[src/rtl/exe_unit_arbiter.sv]
// exe_unit_arbiter
// Shares a single execution unit (subtract / compare / shift / bit-change)
// between two requesters. Commands are granted round-robin, held on the unit's
// inputs for its result latency, and the captured result and status are
// returned with the requester ID on a valid/ready response channel.
//
// Optional feature: define EXE_ARB_STICKY_STATUS_EN to add per-requester
// sticky status registers (o_sticky0/o_sticky1) with a shared clear
// (i_sticky_clr).

module exe_unit_arbiter #(
  parameter int BITS    = 8,
  parameter int LATENCY = 1
) (
  input  logic            i_clk,
  input  logic            i_rst,
  input  logic            i_req0_valid,
  output logic            o_req0_ready,
  input  logic [BITS-1:0] i_req0_a,
  input  logic [BITS-1:0] i_req0_b,
  input  logic [1:0]      i_req0_op,
  input  logic            i_req1_valid,
  output logic            o_req1_ready,
  input  logic [BITS-1:0] i_req1_a,
  input  logic [BITS-1:0] i_req1_b,
  input  logic [1:0]      i_req1_op,
  output logic [BITS-1:0] o_exe_a,
  output logic [BITS-1:0] o_exe_b,
  output logic [1:0]      o_exe_op,
  input  logic [BITS-1:0] i_exe_out,
  input  logic [3:0]      i_exe_status,
  output logic            o_rsp_valid,
  input  logic            i_rsp_ready,
  output logic            o_rsp_id,
  output logic [BITS-1:0] o_rsp_out,
  output logic [3:0]      o_rsp_status
`ifdef EXE_ARB_STICKY_STATUS_EN
  ,
  input  logic            i_sticky_clr,
  output logic [3:0]      o_sticky0,
  output logic [3:0]      o_sticky1
`endif
);

  // The wait counter is 4 bits wide, which covers latencies 0..15.
  localparam logic [3:0] LAT_LOAD = 4'(LATENCY);

  typedef enum logic [1:0] {
    S_IDLE,
    S_WAIT,
    S_RESP
  } state_t;

  state_t          r_state;
  state_t          w_nextState;

  logic            r_rrPtr;
  logic            r_grantId;
  logic [3:0]      r_count;
  logic [BITS-1:0] r_exeA;
  logic [BITS-1:0] r_exeB;
  logic [1:0]      r_exeOp;
  logic            r_rspId;
  logic [BITS-1:0] r_rspOut;
  logic [3:0]      r_rspStatus;

  logic            w_anyValid;
  logic            w_grantId;
  logic            w_accept;
  logic            w_capture;

  // Grant selection: a lone requester always wins, a tie goes to the rr pointer.
  always_comb begin
    w_grantId = 1'b0;
    if (i_req0_valid && i_req1_valid) begin
      w_grantId = r_rrPtr;
    end else if (i_req1_valid) begin
      w_grantId = 1'b1;
    end
  end

  assign w_anyValid = i_req0_valid | i_req1_valid;
  assign w_accept   = (r_state == S_IDLE) && w_anyValid;
  assign w_capture  = (r_state == S_WAIT) && (r_count == 4'd0);

  // Next-state logic plus the handshake outputs that depend only on state and grant.
  always_comb begin
    w_nextState  = r_state;
    o_req0_ready = 1'b0;
    o_req1_ready = 1'b0;
    o_rsp_valid  = 1'b0;
    case (r_state)
      S_IDLE: begin
        if (w_anyValid) begin
          o_req0_ready = ~w_grantId;
          o_req1_ready = w_grantId;
          w_nextState  = S_WAIT;
        end
      end
      S_WAIT: begin
        if (r_count == 4'd0) begin
          w_nextState = S_RESP;
        end
      end
      S_RESP: begin
        o_rsp_valid = 1'b1;
        if (i_rsp_ready) begin
          w_nextState = S_IDLE;
        end
      end
      default: begin
        w_nextState = S_IDLE;
      end
    endcase
  end

  // State register; reset abandons any command in flight.
  always_ff @(posedge i_clk or posedge i_rst) begin
    if (i_rst) begin
      r_state <= S_IDLE;
    end else begin
      r_state <= w_nextState;
    end
  end

  // Latch the granted command onto the unit inputs and count down its latency.
  always_ff @(posedge i_clk or posedge i_rst) begin
    if (i_rst) begin
      r_exeA    <= '0;
      r_exeB    <= '0;
      r_exeOp   <= 2'b00;
      r_grantId <= 1'b0;
      r_count   <= 4'd0;
    end else if (w_accept) begin
      r_exeA    <= w_grantId ? i_req1_a  : i_req0_a;
      r_exeB    <= w_grantId ? i_req1_b  : i_req0_b;
      r_exeOp   <= w_grantId ? i_req1_op : i_req0_op;
      r_grantId <= w_grantId;
      r_count   <= LAT_LOAD;
    end else if ((r_state == S_WAIT) && (r_count != 4'd0)) begin
      r_count <= r_count - 4'd1;
    end
  end

  // Capture the unit result once the latency has elapsed; held until the next capture.
  always_ff @(posedge i_clk or posedge i_rst) begin
    if (i_rst) begin
      r_rspId     <= 1'b0;
      r_rspOut    <= '0;
      r_rspStatus <= 4'd0;
    end else if (w_capture) begin
      r_rspId     <= r_grantId;
      r_rspOut    <= i_exe_out;
      r_rspStatus <= i_exe_status;
    end
  end

  // Round-robin pointer favours the other requester once a response is consumed.
  always_ff @(posedge i_clk or posedge i_rst) begin
    if (i_rst) begin
      r_rrPtr <= 1'b0;
    end else if ((r_state == S_RESP) && i_rsp_ready) begin
      r_rrPtr <= ~r_rspId;
    end
  end

  assign o_exe_a      = r_exeA;
  assign o_exe_b      = r_exeB;
  assign o_exe_op     = r_exeOp;
  assign o_rsp_id     = r_rspId;
  assign o_rsp_out    = r_rspOut;
  assign o_rsp_status = r_rspStatus;

`ifdef EXE_ARB_STICKY_STATUS_EN
  logic [3:0] r_sticky0;
  logic [3:0] r_sticky1;

  // Accumulate status per requester; a clear coinciding with a capture keeps only the new status.
  always_ff @(posedge i_clk or posedge i_rst) begin
    if (i_rst) begin
      r_sticky0 <= 4'd0;
      r_sticky1 <= 4'd0;
    end else if (i_sticky_clr) begin
      r_sticky0 <= (w_capture && !r_grantId) ? i_exe_status : 4'd0;
      r_sticky1 <= (w_capture &&  r_grantId) ? i_exe_status : 4'd0;
    end else if (w_capture) begin
      if (r_grantId) begin
        r_sticky1 <= r_sticky1 | i_exe_status;
      end else begin
        r_sticky0 <= r_sticky0 | i_exe_status;
      end
    end
  end

  assign o_sticky0 = r_sticky0;
  assign o_sticky1 = r_sticky1;
`endif

endmodule

[config.mk]
export PLATFORM = sky130hd
export DESIGN_NAME = exe_unit_arbiter
export DESIGN_NICKNAME = d
export VERILOG_FILES = /design/src/rtl/exe_unit_arbiter.sv
export SDC_FILE = /design/constraint.sdc
export NUM_CORES = 1
export LEC_CHECK = 0
export BUFFER_PORTS_ARGS = -buffer_cell sky130_fd_sc_hd__buf_2
export CAP_MARGIN = 20
export CORE_ASPECT_RATIO = 1.1
export CORE_MARGIN = 4
export CORE_UTILIZATION = 50
export DETAILED_ROUTE_END_ITERATION = 7
export PLACE_DENSITY = 0.94
export SETUP_SLACK_MARGIN = 0.15
export SLEW_MARGIN = 15
export SYNTH_ARGS = -nofsm -noshare
export SYNTH_HDL_FRONTEND = slang
export SYNTH_SLANG_ARGS = --single-unit
[constraint.sdc]
create_clock -name i_clk -period 3.6 [get_ports i_clk]
set_input_delay 0.72 -clock i_clk [delete_from_list [all_inputs] [get_ports i_clk]]
set_output_delay 0.72 -clock i_clk [all_outputs]
set_load 0.02 [all_outputs]
==> results.cfg <==
[outcome]
status = finished clean

[worst_setup_path]
critPathMostFrequentCell = buf_2
critPathLaunch = i_req1_valid
timing.critical_path.cells = buf_2 > or2_2 > nand2_1 > a21oi_1 > buf_2
crit_path_max_fanout = 23
critical_path.slowest_cell = or2_2
critical_path.max_stage_delay_ps = 420
r2r_cells = 3
arrival_ps = 2020
r2r-start = r_state[1]
cp-end-kind = output port
path_buf_inv = 2
crit_family = simple AND/OR/NAND/NOR gates
crit_required_ps = 2880
critical_path.startpoint_type = primary input
reg2reg_slack_ps = 1490
worstReg2RegEnd = o_rsp_status[1]
criticalPathCategory = in2out

[synth]
ys_warn_count = 0
yosysTopAreaCellShare_pct = 52.5
synth_cell_type_count = 24
synth_edf_count = 0
yosysMostFrequentCell = dfrtp_1
async_flop_share_pct = 100
ys_seq_area_share_pct = 52.5
synth_top_cell_by_area = dfrtp_1
synth.area.top_cells = dfrtp_1, mux2_4, o21ai_0, a31oi_1, a21oi_1
synth.avg_cell_area_sq_um = 10.4
synth.cell_area_sq_mm = 0.00186
synthTopCellsByCount = dfrtp_1, o21ai_0, a21oi_1
ys_ff_latch = 39
postSynthCellCount = 179
syn-num-nets = 234
ys.flop_type = dfrtp_1

[sta]
period_minus_slack_ps = 2740
fin_crit_sh_pct = 76.2
worstMarginPinSlew_ps = 731
rsz0062_at_grt = false
hold_viol_final = 0
tns_ps = 0
fin_worst_skew_ps = 7.73
hold_slack_ps = 383
setup_ws_ps = 856
slew_viol_final = 0
setup_viol = 0
fmax_mhz = 364
relSlewSlack_pct = 51.2

[layout]
nets = 319
drive_gt1_share_pct = 43.4
area_delta_synth_final_pct = 30.6
final_area_sq_mm = 0.00243
num_antenna_cells = 0
final_cells = 313
final_util_pct = 70.0

[clocking]
clkTransAtPathRegs_ps = 120
cts_root_buf = clkbuf_4
cts_buffers = 5
holdBufCountCts = 0
postCtsSetupBuffers = 0
clk_path_buf_depth = 2
clk_latency_ps = 340
ctsResizeCount = 0
cts.sinks = 39
htreeDepth = 2
cts_tree = done

[power]
internal-power_mw = 1.33
p_switching_uw = 929
total_power_mw = 2.26
switching_share_pct = 41.0
p_leak_nw = 1.20
cellPowerDensity_mw_per_mm2 = 932
pwr-share-seq_pct = 35.1
p_clk_share_pct = 15.8
vdd_ir_drop_max_uv = 454
p_comb_share_pct = 49.1

[drt]
wl_per_cell_um = 15.3
routed_wl_mm = 4.78
via_per_inst = 5.51
drt-initial-drc-count = 66
antenna_left = 0
drt_pass1_iterations = 4
dr_total_vias = 1725
drc = 0

[global_route]
grt_overflow_total = 0
grt_pass1_vias = 1660
grtUsageTotal_pct = 19.9
grt_pass1_wl_mm = 7.47
grt_max_degree = 28
antenna_found_initial = 0

[floorplanning]
rows = 22
fp.dieW_um = 66.1
coreArea_sq_mm = 0.00347
pin_count = 87
fp.dieH_um = 72.0
die_area_sq_mm = 0.00476
start_util_pct = 53.6

[placement]
dp_hpwl_mm = 3.56
numPortBuffers = 86
dp_slack_ps = 873
placed_cell_area_sq_mm = 0.00229
numPlacedInstances = 302
gp_congestion = 0.758

[min_path]
hold_path.class = in2async

[run]
maxCapViolations = 0
## worst register-to-register path, stage by stage, from the launching register on
cell	delay, ps
dfrtp_1	450
or3b_1	430
or3b_1	710
mux2_4	420
## state kept, by name, summed over array words and instances (netlist names)
register / count
o_exe_a: 8
o_exe_b: 8
o_rsp_out: 8
o_rsp_status: 4
r_count: 4
o_exe_op: 2
r_state: 2
o_rsp_id: 1
r_grantId: 1
r_rrPtr: 1
## power by group through the flow
stage | sequential (mW) | clock [mW] | combinational, mW
after global routing | 0.820 | 0.381 | 1.21
after global placement | 0.785 | 0 | 1.07
final | 0.794 | 0.357 | 1.11
after CTS | 0.794 | 0.363 | 1.11
after detailed placement | 0.802 | 0 | 1.10
after floorplan | 1.00 | 0 | 0.571
## how the worst max path moves through the flow
| stage | end | slack [ps] | cells after the start |
|---|---|---|---|
| finish | o_req0_ready | 860 | 5 |
| global route | o_req0_ready | 720 | 5 |
| CTS | o_req0_ready | 870 | 5 |
| detailed placement | o_req0_ready | 870 | 5 |
| global placement | o_req0_ready | 960 | 5 |
| floorplan | o_req0_ready | 1310 | 4 |
## cell families after synthesis
kind of cell	count (synthesis)	share of synthesized area (%)
muxes	16	11.3
buffers and inverters	18	4.91
AOI/OAI and AO/OA	64	18.5
DFF	39	52.5
adders and majority gates	2	1.35
and+or+nand+nor	40	11.4
## routing by layer
metal / share of wire (%) / global-route usage, %
met3: 7.8 / 3.72
met1: 40 / 24.3
met5: 0 / 0
met4: 0.84 / 4.74
met2: 51 / 35.9
## area by class of cell
type | instances | area [sq um]
clock buffers | 5 | 37.5
clock inverters | 3 | 67.6
flip-flops and latches | 39 | 976
well taps | 48 | 60.1
inverters | 5 | 18.8
repair buffers | 91 | 475
fillers | 282 | 1040
multi-input cells | 122 | 792
## placed cells by master, fill, tap and decap left out
master      count
or3b_2          1
buf_4           4
nand3b_1        1
inv_1           5
o22ai_1         1
nor3_1          1
mux2_4          9
a31oi_1        18
or3b_1          2
nor2_1          4
mux2_2          4
nand2b_1        2
dfrtp_1        39
or4_1           1
nand3_1        19
or2_2           2
bufinv_16       2
buf_2          86
nand2_1         5
mux2i_1         3
buf_8           1
ha_1            2
a21oi_1        20
o21ai_0        25
clkbuf_4        5
clkinvlp_4      1
nor2b_1         2
(Power assumes the default switching activity.)
